$ cat src/rtl/ddr_pixel_fetch_pkg.sv
// Shared video/DDR definitions: fetch FSM states,
// default frame geometry and the frame address stepper.
package ddr_pixel_fetch_pkg;

  typedef enum logic [1:0] {
    IDLE    = 2'd0,
    REQ     = 2'd1,
    RELEASE = 2'd2
  } fetch_state_e;

  localparam logic [23:0] DEF_BASE_ADDRESS = 24'h000000;
  localparam int          DEF_FRAME_WORDS  = 307200;
  localparam int          DEF_FIFO_DEPTH   = 16;

  function automatic logic [23:0] next_addr(
    input logic [23:0] addr,
    input logic [23:0] base,
    input logic [23:0] last
  );
    return (addr == last) ? base : addr + 24'd1;
  endfunction

endpackage

$ cat src/rtl/pixel_fifo.sv
// Show-ahead pixel FIFO clocked on the falling edge;
// head word reads as zero while empty.
module pixel_fifo #(
  parameter int DEPTH = 16
) (
  input  logic                     clk,
  input  logic                     rst,
  input  logic                     flush,
  input  logic                     push,
  input  logic                     pop,
  input  logic [15:0]              din,
  output logic [15:0]              dout,
  output logic [$clog2(DEPTH):0]   count,
  output logic                     valid
);

  localparam int AW = $clog2(DEPTH);

  logic [15:0]   mem [DEPTH];
  logic [AW-1:0] wr_ptr;
  logic [AW-1:0] rd_ptr;
  logic          do_push;
  logic          do_pop;

  assign valid   = (count != '0);
  assign do_push = push && (count != (AW+1)'(DEPTH));
  assign do_pop  = pop && valid;
  assign dout    = valid ? mem[rd_ptr] : 16'h0000;

  always_ff @(negedge clk) begin
    if (do_push && !flush)
      mem[wr_ptr] <= din;
  end

  always_ff @(negedge clk or posedge rst) begin
    if (rst) begin
      wr_ptr <= '0;
      rd_ptr <= '0;
      count  <= '0;
    end else if (flush) begin
      wr_ptr <= '0;
      rd_ptr <= '0;
      count  <= '0;
    end else begin
      if (do_push)
        wr_ptr <= wr_ptr + 1'b1;
      if (do_pop)
        rd_ptr <= rd_ptr + 1'b1;
      unique case ({do_push, do_pop})
        2'b10:   count <= count + 1'b1;
        2'b01:   count <= count - 1'b1;
        default: count <= count;
      endcase
    end
  end

endmodule

$ cat src/rtl/ddr_pixel_fetch.sv
// Streams a frame from DDR into the pixel FIFO using a
// four-phase read handshake, one request in flight at a time.
module ddr_pixel_fetch
  import ddr_pixel_fetch_pkg::*;
#(
  parameter logic [23:0] BASE_ADDRESS = DEF_BASE_ADDRESS,
  parameter int          FRAME_WORDS  = DEF_FRAME_WORDS,
  parameter int          FIFO_DEPTH   = DEF_FIFO_DEPTH
) (
  input  logic        clk133_p,
  input  logic        rst,
  input  logic        frameStart,
  output logic        read,
  output logic [23:0] readAddress,
  input  logic        readAcknowledge,
  input  logic [15:0] readData,
  input  logic        pixelRead,
  output logic        pixelValid,
  output logic [15:0] pixelData,
  output logic        underflow
);

  localparam int CW = $clog2(FIFO_DEPTH) + 1;
  localparam logic [23:0] LAST_ADDRESS =
    BASE_ADDRESS + 24'(FRAME_WORDS - 1);

  fetch_state_e  state;
  logic          pending;
  logic [CW-1:0] count;
  logic          has_room;
  logic          push;
  logic          flush;

  assign has_room = (count < CW'(FIFO_DEPTH));
  assign push     = (state == REQ) && readAcknowledge;
  assign flush    = (state == IDLE) && pending;

  // One outstanding read plus gating on free space means
  // a push can never land on a full FIFO.
  always_ff @(negedge clk133_p or posedge rst) begin
    if (rst) begin
      state       <= IDLE;
      read        <= 1'b0;
      readAddress <= BASE_ADDRESS;
      pending     <= 1'b0;
      underflow   <= 1'b0;
    end else begin
      if (frameStart)
        pending <= 1'b1;
      else if (flush)
        pending <= 1'b0;

      if (flush)
        underflow <= 1'b0;
      else if (pixelRead && !pixelValid)
        underflow <= 1'b1;

      unique case (state)
        IDLE: begin
          if (flush) begin
            readAddress <= BASE_ADDRESS;
          end else if (!frameStart && has_room) begin
            state <= REQ;
            read  <= 1'b1;
          end
        end
        REQ: begin
          if (readAcknowledge) begin
            read        <= 1'b0;
            readAddress <= next_addr(readAddress,
                                     BASE_ADDRESS,
                                     LAST_ADDRESS);
            state       <= RELEASE;
          end
        end
        RELEASE: begin
          if (!readAcknowledge)
            state <= IDLE;
        end
        default: begin
          state <= IDLE;
          read  <= 1'b0;
        end
      endcase
    end
  end

  pixel_fifo #(
    .DEPTH (FIFO_DEPTH)
  ) u_fifo (
    .clk   (clk133_p),
    .rst   (rst),
    .flush (flush),
    .push  (push),
    .pop   (pixelRead),
    .din   (readData),
    .dout  (pixelData),
    .count (count),
    .valid (pixelValid)
  );

endmodule

$ cat config.mk
export PLATFORM = sky130hd
export DESIGN_NAME = ddr_pixel_fetch
export DESIGN_NICKNAME = d
export VERILOG_FILES = /design/src/rtl/ddr_pixel_fetch_pkg.sv /design/src/rtl/pixel_fifo.sv /design/src/rtl/ddr_pixel_fetch.sv
export SDC_FILE = /design/constraint.sdc
export NUM_CORES = 1
export LEC_CHECK = 0
export ABC_CLOCK_PERIOD_IN_PS = 3000
export BUFFER_PORTS_ARGS = -buffer_cell sky130_fd_sc_hd__buf_4
export CAP_MARGIN = 20
export CORE_MARGIN = 2
export CORE_UTILIZATION = 28
export CTS_CLUSTER_DIAMETER = 150
export DETAILED_ROUTE_END_ITERATION = 12
export SYNTH_ARGS = -nofsm -noshare
export SYNTH_HDL_FRONTEND = slang
export SYNTH_HIERARCHICAL = 1
export SYNTH_SLANG_ARGS = --single-unit
$ cat constraint.sdc
create_clock -name clk133_p -period 3 [get_ports clk133_p]
set_input_delay 0.15 -clock clk133_p [delete_from_list [all_inputs] [get_ports clk133_p]]
set_output_delay 0.15 -clock clk133_p [all_outputs]
set_load 0.01 [all_outputs]
## Word level (Yosys, flattened, before mapping)

Memory sizes are Yosys's and may differ from the RTL's.
Cells that the tools add are included.

| cells by class | value |
|---|---|
| equal/unequal tests | 11 |
| $lt $le $gt $ge | 1 |
| bitwise operators | 1 |
| $add $sub $neg | 5 |
| muxes and demuxes | 26 |
| reduce and logical (&&, ||, !) cells | 21 |

Operators by type and width:

| cell | number |
|---|---|
| 24-bit two-way mux | 3 |
| 24-bit case mux with 2 select lines | 1 |
| 24-bit by 1-bit adder with 24-bit output, second input constant | 1 |
| 24-bit by 19-bit equality test with 1-bit output, second input constant | 1 |
| 16-bit two-way mux | 1 |
| 4-bit two-way mux | 4 |
| 5-bit case mux with 2 select lines | 1 |
| 2-bit nonzero test | 5 |
| 1-bit two-way mux | 9 |
| 4-bit by 1-bit adder with 4-bit output, second input constant | 2 |
| 2-bit two-way mux | 4 |
| 4-bit AND reduction | 2 |
| 1-bit logical AND | 7 |
| 2-bit != test, second input constant | 3 |
| 2-bit case mux with 3 select lines | 1 |
| 5-bit by 1-bit adder with 5-bit output, second input constant | 1 |
| 5-bit < comparator, second input constant | 1 |
| 5-bit two-way mux | 1 |
| 5-bit != test, second input constant | 1 |
| 5-bit nonzero test | 1 |
| 5-bit by 1-bit subtractor with 5-bit output, second input constant | 1 |
| 2-bit by 1-bit equality test with 1-bit output, second input constant | 2 |
| 2-bit equality test, second input constant | 2 |
| 2-bit by 1-bit != test with 1-bit output, second input constant | 2 |
| other kinds (6) | 8 |

| storage, ports and cells | value |
|---|---|
| RAM bits | 256 |
| flip-flop bits (word level) | 42 |
| bits of input ports | 21 |
| memories kept | 1 |
| logic and storage cells | 74 |

Memories:

| memory | depth | bits a word | rd ports | clocked after Yosys merged registers in | wr ports | RTL line | source |
|---|---|---|---|---|---|---|---|
| u_fifo.mem | 16 | 16 | 1 | 0 | 1 | pixel_fifo.sv:19 | `logic [15:0] mem [DEPTH];` |

## Logic depth before layout (Yosys ltp)

| depth | value |
|---|---|
| depth after elaboration | 6 |
| gate-level depth with buffers | 14 |
| gate-level depth less buffers | 11 |

## Hierarchy

Netlist, hierarchy kept.

By module, submodules not included:

| module | area each (um^2) | instances | cells each |
|---|---|---|---|
| pixel_fifo | 10645.2 | 1 | 511 |
| ddr_pixel_fetch | 1615.3 | 1 | 175 |

==> reports/metrics.cfg <==
[status]
status = finished with violations
violations = setup timing

[clocking]
cts_tree = yes
hold_buffers = 0
clk_latency_ns = 0.59
cts_buffer_depth = 3
htree_levels = 2
cts_buffers = 35
clk_pin_slew_ns = 0.05
clock-sinks = 298
cts-root-buf = clkbuf_16

[synthesis]
synth_compound_area_frac = 0.0417
synth_seq_area_share = 0.713
ys.flop_type = edfxtp_1
ys_seq_elements = 298
syn_area_per_cell_um2 = 17.9
synth_nets = 715
synth_edf_count = 256
synth-simple-area-share = 0.0635
synthArstFlopShare = 0.141
synth_fa_ha_area_frac = 0.00816
ys_types = 57
syn_area_um2 = 12300
yosys_warnings = 6
synth_top_family_by_area = multiplexers
synthXorXnorAreaFrac = 0.00857
synthCells = 686
synth.area.mux_share = 0.149

[hold_path]
holdCritPathClass = reg -> reg

[power]
powerDensity_nw_per_um2 = 832
p_switching_w = 0.00453
p_int_w = 0.00956
report.power.total_w = 0.0141
combPwrFrac = 0.273
leakagePower_nw = 6.78
ir_drop_mv = 0.403
p_seq_frac = 0.339
clock_power_share = 0.388
p_sw_frac = 0.322

[placement]
dp_slack_ns = -0.648
gp_congestion = 0.757
io_buffers = 63
place_hpwl_um = 17300

[finish]
fin_nets = 1128
fillCellCount = 4082
syn_to_final_growth_pct = 38.2
drive_above_1_share = 0.304
antennaDiodeCount = 0

[sta]
timing.final.ws_setup_ns = -1.11
setup-violations-final = 18
clock_skew_ns = 0.0683
rsz0062_at_grt = yes
hold_viol_final = 0
slew_violations = 0
relSlewSlack = 0.532
setup_tns_ns = -17.35
tightest_slew_ns = 0.698

[setup_path]
crit_start = u_fifo/rd_ptr[0]$_DFFE_NP0P_
endpoint_kind = primary output
worstReg2RegStart = u_fifo/count[1]$_DFFE_NP0P_
crit_slowest_cell = dfrtn_1
timing.rr.end = u_fifo/count[4]$_DFFE_NP0P_
cp-start-kind = register
worstPathCellList = buf_12 -> buf_12 -> mux4_2 -> mux2i_2 -> o22ai_2 -> buf_6
reg2reg_depth = 10
endpoint = pixelData[15]
timing.critical_path.mode_cell = buf_12
critPathRequiredTime_ns = 2.85
r2r_slack_ns = 0.27
max_stage_delay_ns = 0.56
cp_max_fo = 7
arrival_ns = 3.96
path_class = reg -> out

[global_routing]
grt_pass1_vias = 8509
antenna_found_initial = 0
track_usage = 0.130
overflow = 0
grt_max_degree = 30
grt_pass1_wl_um = 45100

[drt]
drt_pass1_iterations = 5
postRouteWirelength_um = 29000
routed_via_density = 4.49
first_iter_violations = 387
post_drt_wl_per_cell_um = 17.0
antenna_left = 0
route.detailed.drc = 0
vias = 7672

[die]
num_rows = 76
dieHeight_um = 213
die-width_um = 213
die_area_um2 = 45500
start_util = 0.284
core-area_um2 = 43200
io_pins = 64

[flow_run]
cap_violations = 0

## power by group through the flow
stage	sequential, W	combinational, W	clock, W
final	0.00477	0.00385	0.00547
after floorplan	0.00481	0.00214	0.000507
after detailed placement	0.00481	0.00350	0.000507
after global routing	0.00478	0.00414	0.00615
after global placement	0.00480	0.00348	0.000507
after CTS	0.00477	0.00382	0.00570
## cells in the mapped netlist (2+ instances only)
cell / number / share of area
mux2i_1: 38 / 0.031
and3_1: 4 / 0.0020
o21ai_0: 21 / 0.0086
nor3b_1: 2 / 0.0012
nand2_1: 28 / 0.0086
clkbuf_1: 16 / 0.0049
nand3_1: 16 / 0.0065
edfxtp_1: 256 / 0.63
or4_1: 5 / 0.0031
xnor2_1: 2 / 0.0014
buf_2: 10 / 0.0041
o31ai_1: 4 / 0.0024
nor4_4: 2 / 0.0035
ha_1: 8 / 0.0082
nand4_1: 8 / 0.0041
a21oi_1: 14 / 0.0057
o2bb2ai_1: 3 / 0.0021
a21o_1: 2 / 0.0012
nand2b_1: 9 / 0.0046
and2_1: 2 / 0.0010
buf_1: 4 / 0.0012
mux4_2: 64 / 0.12
nor2_1: 40 / 0.012
nor3_1: 4 / 0.0016
and4_1: 2 / 0.0014
a31o_2: 2 / 0.0014
xor2_1: 10 / 0.0071
nor4_2: 2 / 0.0020
inv_1: 11 / 0.0034
or3_1: 8 / 0.0041
o22ai_1: 16 / 0.0082
dfrtn_1: 42 / 0.086
nand3b_1: 2 / 0.0012
buf_4: 3 / 0.0018
a31oi_1: 4 / 0.0020
## flip-flops by register name, indices dropped and copies added, names as in the netlist, 2 cells and up
name           flops
u_fifo/rd_ptr      4
u_fifo/wr_ptr      4
u_fifo/mem       256
u_fifo/count       5
state              2
readAddress       24
## placed cells by master (no fill, tap or decap), types with 4 or more instances in the layout
| master | netlist | layout |
|---|---|---|
| o22ai_2 | 0 | 4 |
| mux4_2 | 64 | 64 |
| clkbuf_16 | 0 | 37 |
| nor2_4 | 0 | 16 |
| mux2i_2 | 0 | 12 |
| xor2_1 | 10 | 10 |
| dfrtn_1 | 42 | 42 |
| nand4_1 | 8 | 8 |
| o21ai_0 | 21 | 21 |
| edfxtp_1 | 256 | 256 |
| buf_12 | 0 | 36 |
| and3_1 | 4 | 4 |
| nand3_1 | 16 | 16 |
| nor3_1 | 4 | 4 |
| mux2i_4 | 0 | 4 |
| ha_1 | 8 | 7 |
| inv_4 | 0 | 5 |
| a21oi_1 | 14 | 12 |
| buf_4 | 3 | 107 |
| nor2_1 | 40 | 24 |
| inv_1 | 11 | 269 |
| or3_1 | 8 | 7 |
| o22ai_1 | 16 | 12 |
| a31oi_1 | 4 | 4 |
| buf_6 | 1 | 9 |
| nand2b_1 | 9 | 9 |
| mux2i_1 | 38 | 22 |
| or4_1 | 5 | 5 |
| nand2_1 | 28 | 24 |
| o31ai_1 | 4 | 4 |
| clkinvlp_2 | 0 | 5 |
## through the flow
step	cells	hold slack (ns)	instance area [um2]	utilization
after floorplan	686	0.448	12500	-
after global placement	1377	0.434	14500	0.336
after detailed placement	1377	0.434	14500	0.336
after CTS	1697	0.434	16800	0.390
after global routing	1707	0.483	16900	0.393
final	1707	0.424	16900	0.393
## worst max-delay path: cells and delay by family, from the launching register on
family	cells	cell delay (ns)
mux	2	0.72
flops	1	0.56
buf+inv	3	0.52
compound gates	1	0.13
## metal layers
metal  up-vias  track usage  wire [um]
met1      3869        0.160      12900
li1       3599            -          -
met3        32       0.0471       1590
met5         -            0          0
met2       172        0.211      14200
met4         0       0.0496        390
## area by class of cell
type,count,area [um2],share of cell area
Clock buffer,36,901,0.0532
Clock inverter,280,1190,0.0703
Inverter,10,40.0,0.00236
Multi-Input combinational cell,342,3640,0.215
Sequential cell,298,8740,0.516
Tap cell,585,732,0.0432
Timing Repair Buffer,156,1710,0.101
## worst min-delay path by stage
stage	start	to	slack, ns	depth (start not counted)
final	read$_DFFE_NP0P_	read$_DFFE_NP0P_	0.42	2
after global routing	read$_DFFE_NP0P_	read$_DFFE_NP0P_	0.48	2
after CTS	read$_DFFE_NP0P_	read$_DFFE_NP0P_	0.43	2
after detailed placement	read$_DFFE_NP0P_	read$_DFFE_NP0P_	0.43	2
after global placement	read$_DFFE_NP0P_	read$_DFFE_NP0P_	0.43	2
after floorplan	readAddress[13]$_DFFE_NP0P_	readAddress[13]$_DFFE_NP0P_	0.45	1
## cells by family after synthesis
family | count (synthesis)
simple gates | 142
flops | 298
xor+xnor | 12
buf+inv | 46
compound gates | 78
fa+ha+maj | 8
mux | 102
## repair_timing
item                       in CTS  in global routing
setup buffers                   3                 11
hold endpoints to repair        0                  0
pin swaps                       8                  6
setup endpoints to repair      18                 21
resized for setup              36                 16
cloned                          2                  1
Power figures use the tool's default switching activity.
